File: src/rtl/cpu_pkg.sv
// Shared constants for the MIPS-subset datapath: divider state encoding and default width.
package cpu_pkg;

  localparam int DIV_WIDTH = 32;

  typedef enum logic [1:0] {
    DIV_IDLE = 2'd0,
    DIV_CALC = 2'd1,
    DIV_FIX  = 2'd2,
    DIV_DONE = 2'd3
  } div_state_e;

endpackage

File: src/rtl/div_step.sv
// One restoring shift-subtract iteration on unsigned magnitudes.
module div_step #(
  parameter int WIDTH = 32
) (
  input  logic [WIDTH-1:0] rem_in,
  input  logic [WIDTH-1:0] quo_in,
  input  logic [WIDTH-1:0] dsr_mag,
  output logic [WIDTH-1:0] rem_out,
  output logic [WIDTH-1:0] quo_out
);

  // The shifted remainder is kept one bit wider so the compare never overflows.
  logic [WIDTH:0] rem_sh;
  logic [WIDTH:0] rem_sub;

  // Shift {rem, quo} left, then subtract the divisor when it fits and record a 1.
  always_comb begin
    rem_sh  = {rem_in, quo_in[WIDTH-1]};
    rem_sub = rem_sh - {1'b0, dsr_mag};
    if (rem_sh >= {1'b0, dsr_mag}) begin
      rem_out = rem_sub[WIDTH-1:0];
      quo_out = {quo_in[WIDTH-2:0], 1'b1};
    end else begin
      rem_out = rem_sh[WIDTH-1:0];
      quo_out = {quo_in[WIDTH-2:0], 1'b0};
    end
  end

endmodule

File: src/rtl/div_unit.sv
// Multicycle signed divider (DIV): one quotient bit per cycle, sign fix-up, HI = remainder, LO = quotient.
module div_unit
  import cpu_pkg::*;
#(
  parameter int WIDTH = DIV_WIDTH
) (
  input  logic             clk,
  input  logic             reset,
  input  logic             start,
  input  logic [WIDTH-1:0] dividend,
  input  logic [WIDTH-1:0] divisor,
  output logic             busy,
  output logic             done,
  output logic             div_zero,
  output logic [WIDTH-1:0] hi,
  output logic [WIDTH-1:0] lo
);

  localparam int CNT_W = $clog2(WIDTH) + 1;
  localparam logic [CNT_W-1:0] LAST_ITER = CNT_W'(WIDTH - 1);

  div_state_e       state_q, state_d;
  logic [CNT_W-1:0] cnt_q, cnt_d;
  logic [WIDTH-1:0] rem_q, rem_d;
  logic [WIDTH-1:0] quo_q, quo_d;
  logic [WIDTH-1:0] dsr_q, dsr_d;
  logic             sign_a_q, sign_a_d;
  logic             sign_b_q, sign_b_d;
  logic             div_zero_q, div_zero_d;
  logic [WIDTH-1:0] hi_q, hi_d;
  logic [WIDTH-1:0] lo_q, lo_d;

  logic [WIDTH-1:0] a_mag;
  logic [WIDTH-1:0] b_mag;
  logic [WIDTH-1:0] step_rem;
  logic [WIDTH-1:0] step_quo;

  // Two's-complement magnitudes; the most negative value maps onto itself as an unsigned number.
  assign a_mag = dividend[WIDTH-1] ? (~dividend + 1'b1) : dividend;
  assign b_mag = divisor[WIDTH-1]  ? (~divisor + 1'b1)  : divisor;

  div_step #(
    .WIDTH (WIDTH)
  ) u_step (
    .rem_in  (rem_q),
    .quo_in  (quo_q),
    .dsr_mag (dsr_q),
    .rem_out (step_rem),
    .quo_out (step_quo)
  );

  // Next-state, datapath and result fix-up for the divider FSM.
  always_comb begin
    state_d    = state_q;
    cnt_d      = cnt_q;
    rem_d      = rem_q;
    quo_d      = quo_q;
    dsr_d      = dsr_q;
    sign_a_d   = sign_a_q;
    sign_b_d   = sign_b_q;
    div_zero_d = div_zero_q;
    hi_d       = hi_q;
    lo_d       = lo_q;
    case (state_q)
      DIV_IDLE: begin
        if (start) begin
          if (divisor == '0) begin
            div_zero_d = 1'b1;
            state_d    = DIV_DONE;
          end else begin
            sign_a_d = dividend[WIDTH-1];
            sign_b_d = divisor[WIDTH-1];
            quo_d    = a_mag;
            dsr_d    = b_mag;
            rem_d    = '0;
            cnt_d    = '0;
            state_d  = DIV_CALC;
          end
        end
      end
      DIV_CALC: begin
        rem_d = step_rem;
        quo_d = step_quo;
        cnt_d = cnt_q + 1'b1;
        if (cnt_q == LAST_ITER) begin
          state_d = DIV_FIX;
        end
      end
      DIV_FIX: begin
        lo_d       = (sign_a_q ^ sign_b_q) ? (~quo_q + 1'b1) : quo_q;
        hi_d       = sign_a_q ? (~rem_q + 1'b1) : rem_q;
        div_zero_d = 1'b0;
        state_d    = DIV_DONE;
      end
      DIV_DONE: begin
        state_d = DIV_IDLE;
      end
      default: begin
        state_d = DIV_IDLE;
      end
    endcase
  end

  // State and working registers; reset clears everything, even mid-division.
  always_ff @(posedge clk or posedge reset) begin
    if (reset) begin
      state_q    <= DIV_IDLE;
      cnt_q      <= '0;
      rem_q      <= '0;
      quo_q      <= '0;
      dsr_q      <= '0;
      sign_a_q   <= 1'b0;
      sign_b_q   <= 1'b0;
      div_zero_q <= 1'b0;
      hi_q       <= '0;
      lo_q       <= '0;
    end else begin
      state_q    <= state_d;
      cnt_q      <= cnt_d;
      rem_q      <= rem_d;
      quo_q      <= quo_d;
      dsr_q      <= dsr_d;
      sign_a_q   <= sign_a_d;
      sign_b_q   <= sign_b_d;
      div_zero_q <= div_zero_d;
      hi_q       <= hi_d;
      lo_q       <= lo_d;
    end
  end

  assign busy     = (state_q == DIV_CALC) || (state_q == DIV_FIX);
  assign done     = (state_q == DIV_DONE);
  assign div_zero = (state_q == DIV_DONE) && div_zero_q;
  assign hi       = hi_q;
  assign lo       = lo_q;

endmodule

File: config.mk
export PLATFORM = sky130hd
export DESIGN_NAME = div_unit
export DESIGN_NICKNAME = d
export VERILOG_FILES = /design/src/rtl/cpu_pkg.sv /design/src/rtl/div_step.sv /design/src/rtl/div_unit.sv
export SDC_FILE = /design/constraint.sdc
export NUM_CORES = 1
export LEC_CHECK = 0
export BUFFER_PORTS_ARGS = -buffer_cell sky130_fd_sc_hd__buf_4
export CAP_MARGIN = 10
export CORE_ASPECT_RATIO = 1.5
export CORE_MARGIN = 3
export CORE_UTILIZATION = 65
export DETAILED_ROUTE_END_ITERATION = 10
export PLACE_DENSITY = 0.87
export SLEW_MARGIN = 20
export SYNTH_ARGS = -nofsm -noshare
export SYNTH_HDL_FRONTEND = slang
export SYNTH_HIERARCHICAL = 1
export SYNTH_SLANG_ARGS = --single-unit
File: constraint.sdc
create_clock -name clk -period 7.92 [get_ports clk]
set_input_delay 0.792 -clock clk [delete_from_list [all_inputs] [get_ports clk]]
set_output_delay 0.792 -clock clk [all_outputs]
set_load 0.02 [all_outputs]
# [After elaboration in Yosys (flattened, before gate mapping)]
# Index checks and enable logic that the tools add are counted.
[totals] register_bits=171 latch_bits=0 mem_bits_rw=0 romBits=0 input_bits=67 out_inout_bits=67 mem_count=0
[classes] n_addsub=6 n_mul=0 div=0 n_lt_le_gt_ge=1 n_eq_ne=8 n_shift=0 n_mux=22 bitwise_logic=6 reduce_logical=10
[op_table] op="$mux W32" count=9
[op_table] op="$add A32 B1 Y32 const B" count=4
[op_table] op="$not A32 Y32" count=4
[op_table] op="$pmux W32 S2" count=2
[op_table] op="$ge A33 B32 Y1" count=1
[op_table] op="$logic_not A32 Y1" count=1
[op_table] op="$sub A32 B32 Y32" count=1
[op_table] op="$mux W6" count=2
[op_table] op="$pmux W6 S2" count=1
[op_table] op="$reduce_and A3 Y1" count=3
[op_table] op="$ne A2 B2 Y1 const B" count=4
[op_table] op="$pmux W2 S4" count=1
[op_table] op="$add A6 B1 Y6 const B" count=1
[op_table] op="$eq A6 B5 Y1 const B" count=1
[op_table] op="$mux W2" count=3
[op_table] op="$eq A2 B2 Y1 const B" count=2
[op_table] op="$reduce_bool A2 Y1" count=2
[op_table] op="$mux W1" count=3
[op_table] op="$eq A2 B1 Y1 const B" count=1
[op_table] op="$logic_not A2 Y1" count=1
[op_table] op="$pmux W1 S2" count=1
[op_table] op="$reduce_and A2 Y1" count=1
[op_table] op="$logic_and A1 B1 Y1" count=1
[op_table] op="$logic_or A1 B1 Y1" count=1
[op_table] op="other kinds (2)" count=2

# [Depth between registers and ports, before layout]
# Gate-level depths: netlist of the first run.
[depth] depth_word=6 depth_mapped=15 depth_no_buf=13

# [Modules after synthesis]
# The synthesis of the first run kept the hierarchy.
[by_module_without_submodules] mod="div_unit" n_inst=1 cells_per_inst=1037 area_each_um2=9345.2 seq_area_each_um2=4279.1
[by_module_without_submodules] mod="div_step" n_inst=1 cells_per_inst=370 area_each_um2=2715.1 seq_area_each_um2=0.0

# [Worst setup path before layout of the first run]
# OpenSTA, ideal clock, no wires.
[synth_timing] path_type="register to register" from="reg rem_q[11]" to="reg rem_q[10]" arrival_time_ns=2.823 setup_slack_ns=4.981 stages_incl_launch_ff=14 n_path_buf=2 synth_period_minus_slack_ns=2.939 path_cell_list="dfrtp_1 -> ha_1 -> and3_1 -> nor2b_4 -> a22o_1 -> a211oi_2 -> a211oi_2 -> nor3_4 -> or2_1 -> buf_6 -> buf_12 -> mux2_4 -> nand3_1 -> nand2_1"
[synth_between] elab_chain_len=3
[synth_rtl] item="start, declared" line="div_unit.sv:24" source="logic [WIDTH-1:0] rem_q, rem_d;"
[synth_rtl] item="start signal, assigned" line="div_unit.sv:120" source="rem_q <= rem_d;"
[synth_rtl] item="$ge A33 B32 Y1" line="div_step.sv:20" source="if (rem_sh >= {1'b0, dsr_mag}) begin"
[synth_rtl] item="$mux W32" line="div_step.sv:20"
[synth_rtl] item="via step_rem[10]" line="div_unit.sv:35" source="logic [WIDTH-1:0] step_rem;"
[synth_rtl] item="$pmux W32 S2" line="div_unit.sv:64" source="case (state_q)"
# The timed path passes the listed nets, and every way through them passes these cells.
# A chain may end at the register's enable or synchronous reset.

# [Worst setup path in the final report of the first run]
# Ends and elaborated chain as after synthesis.

==> summary.md, run 1 <==
| Metric | Value |
|---|---|
| Most frequent cells in the layout | nand2_1 (177), dfrtp_1 (171), buf_4 (143), o21ai_0 (125), nor2_1 (115) |
| Worst hold slack | between 0.3 and 0.4 ns |
| Warnings, synthesis | 6 |
| Worst Path Max Fanout | 19 |
| Largest net degree at the start of global routing | 96 |
| Via count | approximately 11000 |
| Switching Share | slightly above 40% |
| Worst r2r src | rem_q[11]$_DFFE_PP0P_ |
| Post-synth EDFFs | 0 |
| Status | complete, no violations |
| Total negative setup slack | 0 ns |
| Share of cells above drive strength 1 | between 10% and 20% |
| I/O pin count | 134 |
| Worst-Margin Slew | ~1 ns |
| Worst path cell trace | ha_1 -> and3_1 -> nor2b_4 -> a22o_1 -> a211oi_2 -> a211oi_2 -> nor3_4 -> or2_1 -> buf_4 -> mux2_4 -> nand3_1 -> nand2_1 |
| Starting density of the core | around 67% |
| Core area | between 15000 and 20000 um2 |
| Cts hold-fix bufs | 0 |
| Post-route minimum period | around 4.2 ns |
| Reg2Reg Depth | 12 |
| Fin worst setup slack | around 3.7 ns |
| Clk sinks | roughly 170 |
| First drt pass iteration count | 8 |
| Setup Slack @ Placement | 3.50 ns |
| Beginning of the critical path | rem_q[11]$_DFFE_PP0P_ |
| CTS H-Tree Depth | 4 |
| Worst slew margin | between 30% and 40% |
| Max stage delay on crit path | 0.77 ns |
| Pwr dens | 298 nW/um2 |
| Final #Nets | about 1600 |
| Die X | 117 um |
| Placed cells | around 1700 |
| Peak supply drop | ~0.00017 V |
| Post-synthesis sequential area ratio | roughly 35% |
| RSZ-0062 raised after global routing | no |
| P_sw | roughly 1.6 mW |
| # setup viols final | 0 |
| Num rows | 60 |
| Final Hold Fails | 0 |
| Setup Crit Path Kind | flip-flop to flip-flop |
| CP max-delay cell | or2_1 |
| Comb power frac | between 40% and 50% |
| Leak pwr | between 5 and 6 nW |
| Syn Nets | around 1500 |
| Synthesized cell area | between 10000 and 15000 um2 |
| Gr usage total | between 30% and 40% |
| Vias per cell | 6.11 |
| Dpl hpwl | 23.1 mm |
| Grt ovf | 0 |
| PostCTS Resize Cnt | 0 |
| First-pass GRT wire length | 50.4 mm |
| Highest clock rate | about 240 MHz |
| Clock power share | 20.6% |
| Ys async rst share | 100% |
| Period utilization | 52.9% |
| Area growth from synthesis to layout | 11.3% |
| Antenna cells | 0 |
| Maximum root-to-sink buffer count | 2 |
| Final Slew Violations | 0 |
| Commonest non-fill, non-tap cell in the layout | nand2_1 |
| Port bufs | between 100 and 150 |
| Finished Layout Cells | between 1500 and 2000 |
| WL/cell | roughly 18 um |
| Clk pin slew, worst setup/hold paths | 0.07 ns |
| Arr. time, crit path | 4.50 ns |
| CTS root buffer | clkbuf_16 |
| GPL Wtd Cong | between 0.9 and 1 |
| Syn Inst Count | 1407 |
| CTS tree | built |
| Ys flop type | dfrtp_1 |
| Synth Area per Inst | 8.57 um2 |
| Pwr Total | between 4 and 5 mW |
| Data required time of the worst path | ~8.2 ns |
| Final Skew | between 0.015 and 0.02 ns |
| Die ar. | 20300 um2 |
| Initial antenna violation count | 0 |
| Remaining DRCs | 0 |
| Worst skew pair latency | between 0.4 and 0.5 ns |
| Remaining antenna violation count | 0 |
| Post-CTS setup buffer count | 0 |
| Synth Register Bits | about 170 |
| Yosys cell types | 75 |
| CP dominant cell by count | a211oi_2 |
| Crit end category | flip-flop |
| Drt total wl | approximately 31 mm |
| Max cap viols | 0 |
| Hold Crit Class | input pin to asynchronous set/reset pin |
| CP Launch Type | flip-flop |
| Initial drt markers | 660 |
| Flop pwr share | around a third |
| TritonCTS Buffers | 17 |
| Vias in the first global route | roughly 10000 |
| Cell internal pwr | about 2.4 mW |
| Die H | between 150 and 200 um |
[cell usage after synthesis (7+ instances only)]
cell type  count  area, um2
xor2_1        88        771
nand3_1       49        245
buf_2         12       60.1
nor3_1        21        105
o21ai_0      125        626
ha_1          42        526
a211oi_1      15        113
nor3b_1        9       67.6
buf_4         33        248
o31ai_1       29        218
or4_1         15        113
mux2_4        20        300
a21o_1        11       82.6
xnor2_1       57        499
o21a_1         8       60.1
dfrtp_1      171       4280
buf_6          8       90.1
a21oi_1      111        556
nand4_1        7       43.8
clkbuf_1      40        150
nand2_1      177        664
o41ai_1       24        210
or3_1         16        100
nor2b_1        8       50.1
nor2_1       115        432
mux2_2         8       90.1
nor4_1        11       68.8
inv_1         56        210
mux2i_1       20        200
nand2b_1       9       56.3
[state kept, by name (all words and copies together), names as in the netlist]
name / cells
state_q: 2
dsr_q: 32
sign_a_q: 1
sign_b_q: 1
div_zero_q: 1
hi: 32
rem_q: 32
quo_q: 32
cnt_q: 6
lo: 32
[power by group through the flow]
stage / Sequential [mW] / Combinational, mW / Clock [mW]
2_1_floorplan: 1.20 / 1.62 / 0
3_3_place_gp: 1.29 / 1.81 / 0
3_5_place_dp: 1.30 / 1.84 / 0
4_1_cts: 1.29 / 1.87 / 0.834
5_1_grt: 1.31 / 2.07 / 0.870
6_report: 1.29 / 1.88 / 0.827
[final timing paths]
path                       slack [ns]                     to
min in group clk                 0.49  dsr_q[26]$_DFFE_PP0P_
max reg2reg                      3.73  rem_q[10]$_DFFE_PP0P_
max in group asynchronous        5.66   dsr_q[3]$_DFFE_PP0P_
min                              0.38     hi[18]$_DFFE_PP0P_
max                              3.73  rem_q[10]$_DFFE_PP0P_
min reg2reg                      0.49  dsr_q[26]$_DFFE_PP0P_
[worst max-delay path, delay by kind of cell, from the launching register on]
kind / cells / cell delay [ns]
and+or+nand+nor: 6 / 1.69
AOI/OAI and AO/OA: 3 / 0.75
DFF: 1 / 0.45
buffers and inverters: 1 / 0.43
adders and majority gates: 1 / 0.41
muxes: 1 / 0.33
[cell families after synthesis]
| group | count (synthesis) | synth area share [%] |
|---|---|---|
| buf+inv | 159 | 7.04 |
| xor+xnor | 145 | 10.5 |
| compound gates | 368 | 19.0 |
| simple gates | 473 | 18.6 |
| mux | 48 | 4.90 |
| flops | 171 | 35.5 |
| fa+ha+maj | 43 | 4.52 |
[through the flow]
step                      utilization (%)  instance area (um2)
after floorplan                         -                12100
after CTS                            74.2                13400
after global routing                 74.2                13400
after global placement               70.9                12800
final                                74.2                13400
after detailed placement             70.9                12800
[final cells by class]
class / instances / area [um2]
Sequential cell: 171 / 4280
Multi-Input combinational cell: 1077 / 6960
Tap cell: 248 / 310
Timing Repair Buffer: 143 / 1070
Clock buffer: 18 / 429
Fill cell: 1381 / 4670
Clock inverter: 14 / 155
Inverter: 56 / 215
[per-layer routing]
metal	global-route usage (%)	routed length [um]	vias to the layer above
li1	-	-	5036
met1	35.1	11600	5080
met2	54.2	16600	335
met3	4.13	1280	104
met4	19.3	1960	0
met5	0	0	-
Power figures use the tool's default switching activity.
==> inputs of run 2 (changes only) <==
Settings changed: ABC_AREA set to 1, CORE_UTILIZATION 65 to 61, PLACE_DENSITY 0.87 to 0.82.
Clock period 7.92 ns to 4.3 ns, I/O delays scaled along.
==> run 2 against run 1 <==
  * Final area is 15% higher
  * Sequential power up 110%
  * Combinational power grew to 2.7 times the previous value
  * Critical path type unchanged
  * Setup slack worse by 2.2 ns
  * Fmax rose by 50%
==> summary.md, run 2 <==
| Metric | Value |
|---|---|
| Antenna cells | 0 (unchanged) |
| Status | complete, no violations |
| Gr usage total | 35.2% (+4.0 points) |
| CP Launch Type | flip-flop |
| Initial drt markers | 938 (+42%) |
| Post-synthesis sequential area ratio | 30.4% (-5.1 points) |
| First-pass GRT wire length | 68.6 mm (+36%) |
| Dpl hpwl | 33.3 mm (+44%) |
| Final core utilization | 68.4% (-5.7 points) |
| Ys flop type | dfrtp_1 |
| Final Slew Violations | 0 (unchanged) |
| Remaining DRCs | 0 (unchanged) |
| Post-synth EDFFs | 0 (unchanged) |
| Worst slew margin | 34.8% (+2.5 points) |
| Max cap viols | 0 (unchanged) |
| Highest clock rate | 359 MHz (+50%) |
| Cts hold-fix bufs | 0 (unchanged) |
| Setup Crit Path Kind | flip-flop to flip-flop |
| Largest net degree at the start of global routing | 172 (+79%) |
| Area growth from synthesis to layout | 9.67% |
| Pwr dens | 600 nW/um2 (+100%) |
| Final Hold Fails | 0 (unchanged) |
| Area contributors post-synth | dfrtp_1 (30%), nand2_1 (21%), nand3_1 (9.1%) |
| Post-route minimum period | 2.79 ns (-1.41 ns) |
| Setup Slack @ Placement | 1.46 ns (-2.04 ns) |
| Clk pin slew, worst setup/hold paths | 0.07 ns (about the same) |
| Final #Nets | 2405 (+53%) |
| Period utilization | 64.8% (+12 points) |
| Share of the synthesized area in the top cell type | 30.4% (-5.1 points) |
| CTS tree | built |
| RSZ-0062 raised after global routing | no |
| # setup viols final | 0 (unchanged) |
| Hold Crit Class | input pin to asynchronous set/reset pin |
| Synthesized cell area | 14100 um2 (+17%) |
| Largest family of logic cells by synthesized area | simple AND/OR/NAND/NOR gates |
| Placed cells | 2552 (+51%) |
| Top-count cell post-synth | nand2_1 |
| Post-CTS setup buffer count | 0 (unchanged) |
| Crit end category | flip-flop |
| Warnings, synthesis | 6 (unchanged) |
| Final Skew | 0.00843 ns (-0.00839 ns) |
| Drt total wl | 43.1 mm (+37%) |
| PostCTS Resize Cnt | 0 (unchanged) |
| I/O pin count | 134 (unchanged) |
| First drt pass iteration count | 5 (-3) |
| Initial antenna violation count | 0 (unchanged) |
| Peak supply drop | 0.000623 V (+260%) |
| Post-synthesis xor/xnor area fraction | 3.67% (-6.9 points) |
| Num rows | 67 (+12%) |
| Grt ovf | 0 (unchanged) |
| Commonest non-fill, non-tap cell in the layout | nand2_1 |
| WL/cell | 16.7 um (-8.5%) |
| Mux share of post-synthesis cell area | 0% (-4.9 points) |
| Worst skew pair latency | 0.44 ns (about the same) |
| Core area | 22600 um2 (+25%) |
| Starting density of the core | 62.4% (-4.3 points) |
| Synth Area in Simple Gates | 42.1% (+24 points) |
| Synth Register Bits | 171 (unchanged) |
| Ys async rst share | 100% (unchanged) |
| Die H | 192 um (+11%) |
| Sequential standard cell area | 4280 um2 (unchanged) |
| Worst Path Max Fanout | 35 (+16) |
| Most common library cells after synthesis | nand2_1 (788), inv_1 (288), nand3_1 (257) |
| Vias in the first global route | 14198 (+38%) |
| FILL cells | 2076 (+50%) |
| Via count | 14353 (+36%) |
| Yosys cell types | 42 (-44%) |
| Most frequent cells in the layout | nand2_1 (788), inv_1 (287), nand3_1 (257), nor2_1 (225), dfrtp_1 (171) |
| Die X | 130 um (+11%) |
| GPL Wtd Cong | 1.04 (+8.1%) |
| Vias per cell | 5.56 (-9.1%) |
| Leak pwr | 8.53 nW (+47%) |
| Largest area contributor in the netlist | dfrtp_1 |
| CTS root buffer | clkbuf_16 |
| Total negative setup slack | 0 ns (unchanged) |
| Data required time of the worst path | 4.64 ns (-3.59 ns) |
| Arr. time, crit path | 3.12 ns (-1.38 ns) |
| Fin worst setup slack | 1.51 ns (-2.21 ns) |
| TritonCTS Buffers | 17 (unchanged) |
| Syn Nets | 2349 (+55%) |
| Finished Layout Cells | 2583 (+50%) |
| Share of cells above drive strength 1 | 10.8% (-4.8 points) |
| Port bufs | 133 (unchanged) |
| Clk sinks | 171 (unchanged) |
| Syn Inst Count | 2239 (+59%) |
| Complex-gate fraction of the synthesized area | 7.45% (-12 points) |
| CTS H-Tree Depth | 4 (unchanged) |
| Multi-input logic area | 8060 um2 (+16%) |
| Die ar. | 25000 um2 (+23%) |
| Worst-Margin Slew | 0.979 ns (-0.0327 ns) |
| Remaining antenna violation count | 0 (unchanged) |
| Adder-Cell Fraction of Synth Area | 3.88% (-0.65 points) |
| Synth Area per Inst | 6.29 um2 (-27%) |
| Maximum root-to-sink buffer count | 2 (unchanged) |
## run 2: cell count changes after synthesis, sizes merged, moves of 20 or more
cell and delta:
nand3 +228, nor2 +120, mux2 -28, xor2 -33
xnor2 -53, o31ai -30, mux2i -20, nand2 +620
a21oi -79, o41ai -26, inv +236
## run 2: critical path, cell delays in order (launching register included)
cell	delay (ns)
dfrtp_1	0.50
ha_1	0.45
nand2_1	0.14
nor2_1	0.19
nand3_1	0.11
nand3_2	0.14
nand2_2	0.07
nand2_2	0.10
nand2_4	0.22
nand2_8	0.30
nand2_1	0.09
nand2_1	0.13
nand2_1	0.06
o21ai_0	0.16
## run 2: worst paths after layout
kind,slack (ns),end,from,cells after the start
max,1.51,rem_q[6]$_DFFE_PP0P_,rem_q[4]$_DFFE_PP0P_,13
max reg2reg,1.51,rem_q[6]$_DFFE_PP0P_,rem_q[4]$_DFFE_PP0P_,13
min in group clk,0.28,dsr_q[26]$_DFFE_PP0P_,divisor[26],4
min reg2reg,0.49,dsr_q[27]$_DFFE_PP0P_,dsr_q[27]$_DFFE_PP0P_,2
min,0.23,lo[27]$_DFFE_PP0P_,reset,3
max in group asynchronous,3.31,dsr_q[11]$_DFFE_PP0P_,reset,3
## run 2: cells by family after synthesis
family,after synthesis
compound gates,186
xor+xnor,59
fa+ha+maj,43
buf+inv,397
flops,171
simple gates,1383
## run 2: power by group
part           total (mW)  internal (mW)  switching, mW
Clock                1.55          0.866          0.685
Combinational        5.02           1.57           3.45
Sequential           2.69           2.17          0.518
Total                9.26           4.60           4.65
## run 2: final cells by class
| cell class | instances | share of cell area [%] |
|---|---|---|
| multi-input combinational | 1671 | 52.2 |
| sequential | 171 | 27.7 |
| inverter | 294 | 7.18 |
| timing repair buffer | 140 | 6.89 |
| clock buffer | 17 | 2.76 |
| tap | 276 | 2.24 |
| clock inverter | 14 | 1.02 |
## run 2: layer usage
| metal | up-vias | routed length, um | global-route usage [%] | share of wire [%] |
|---|---|---|---|---|
| li1 | 7098 | - | - | - |
| met1 | 6554 | 14900 | 35.1 | 35 |
| met2 | 499 | 22700 | 63.9 | 53 |
| met3 | 202 | 1510 | 4.09 | 3.5 |
| met4 | 0 | 3980 | 28.8 | 9.2 |
| met5 | - | 0 | 0 | 0 |
## run 2: per-stage QoR
stage	power [mW]	area, um2	hold slack (ns)
4_1_cts	9.23	15400	0.270
3_3_place_gp	7.54	14800	0.466
5_1_grt	10.0	15400	0.301
6_report	9.26	15400	0.227
3_5_place_dp	7.64	14800	0.468
2_1_floorplan	6.37	14100	0.449
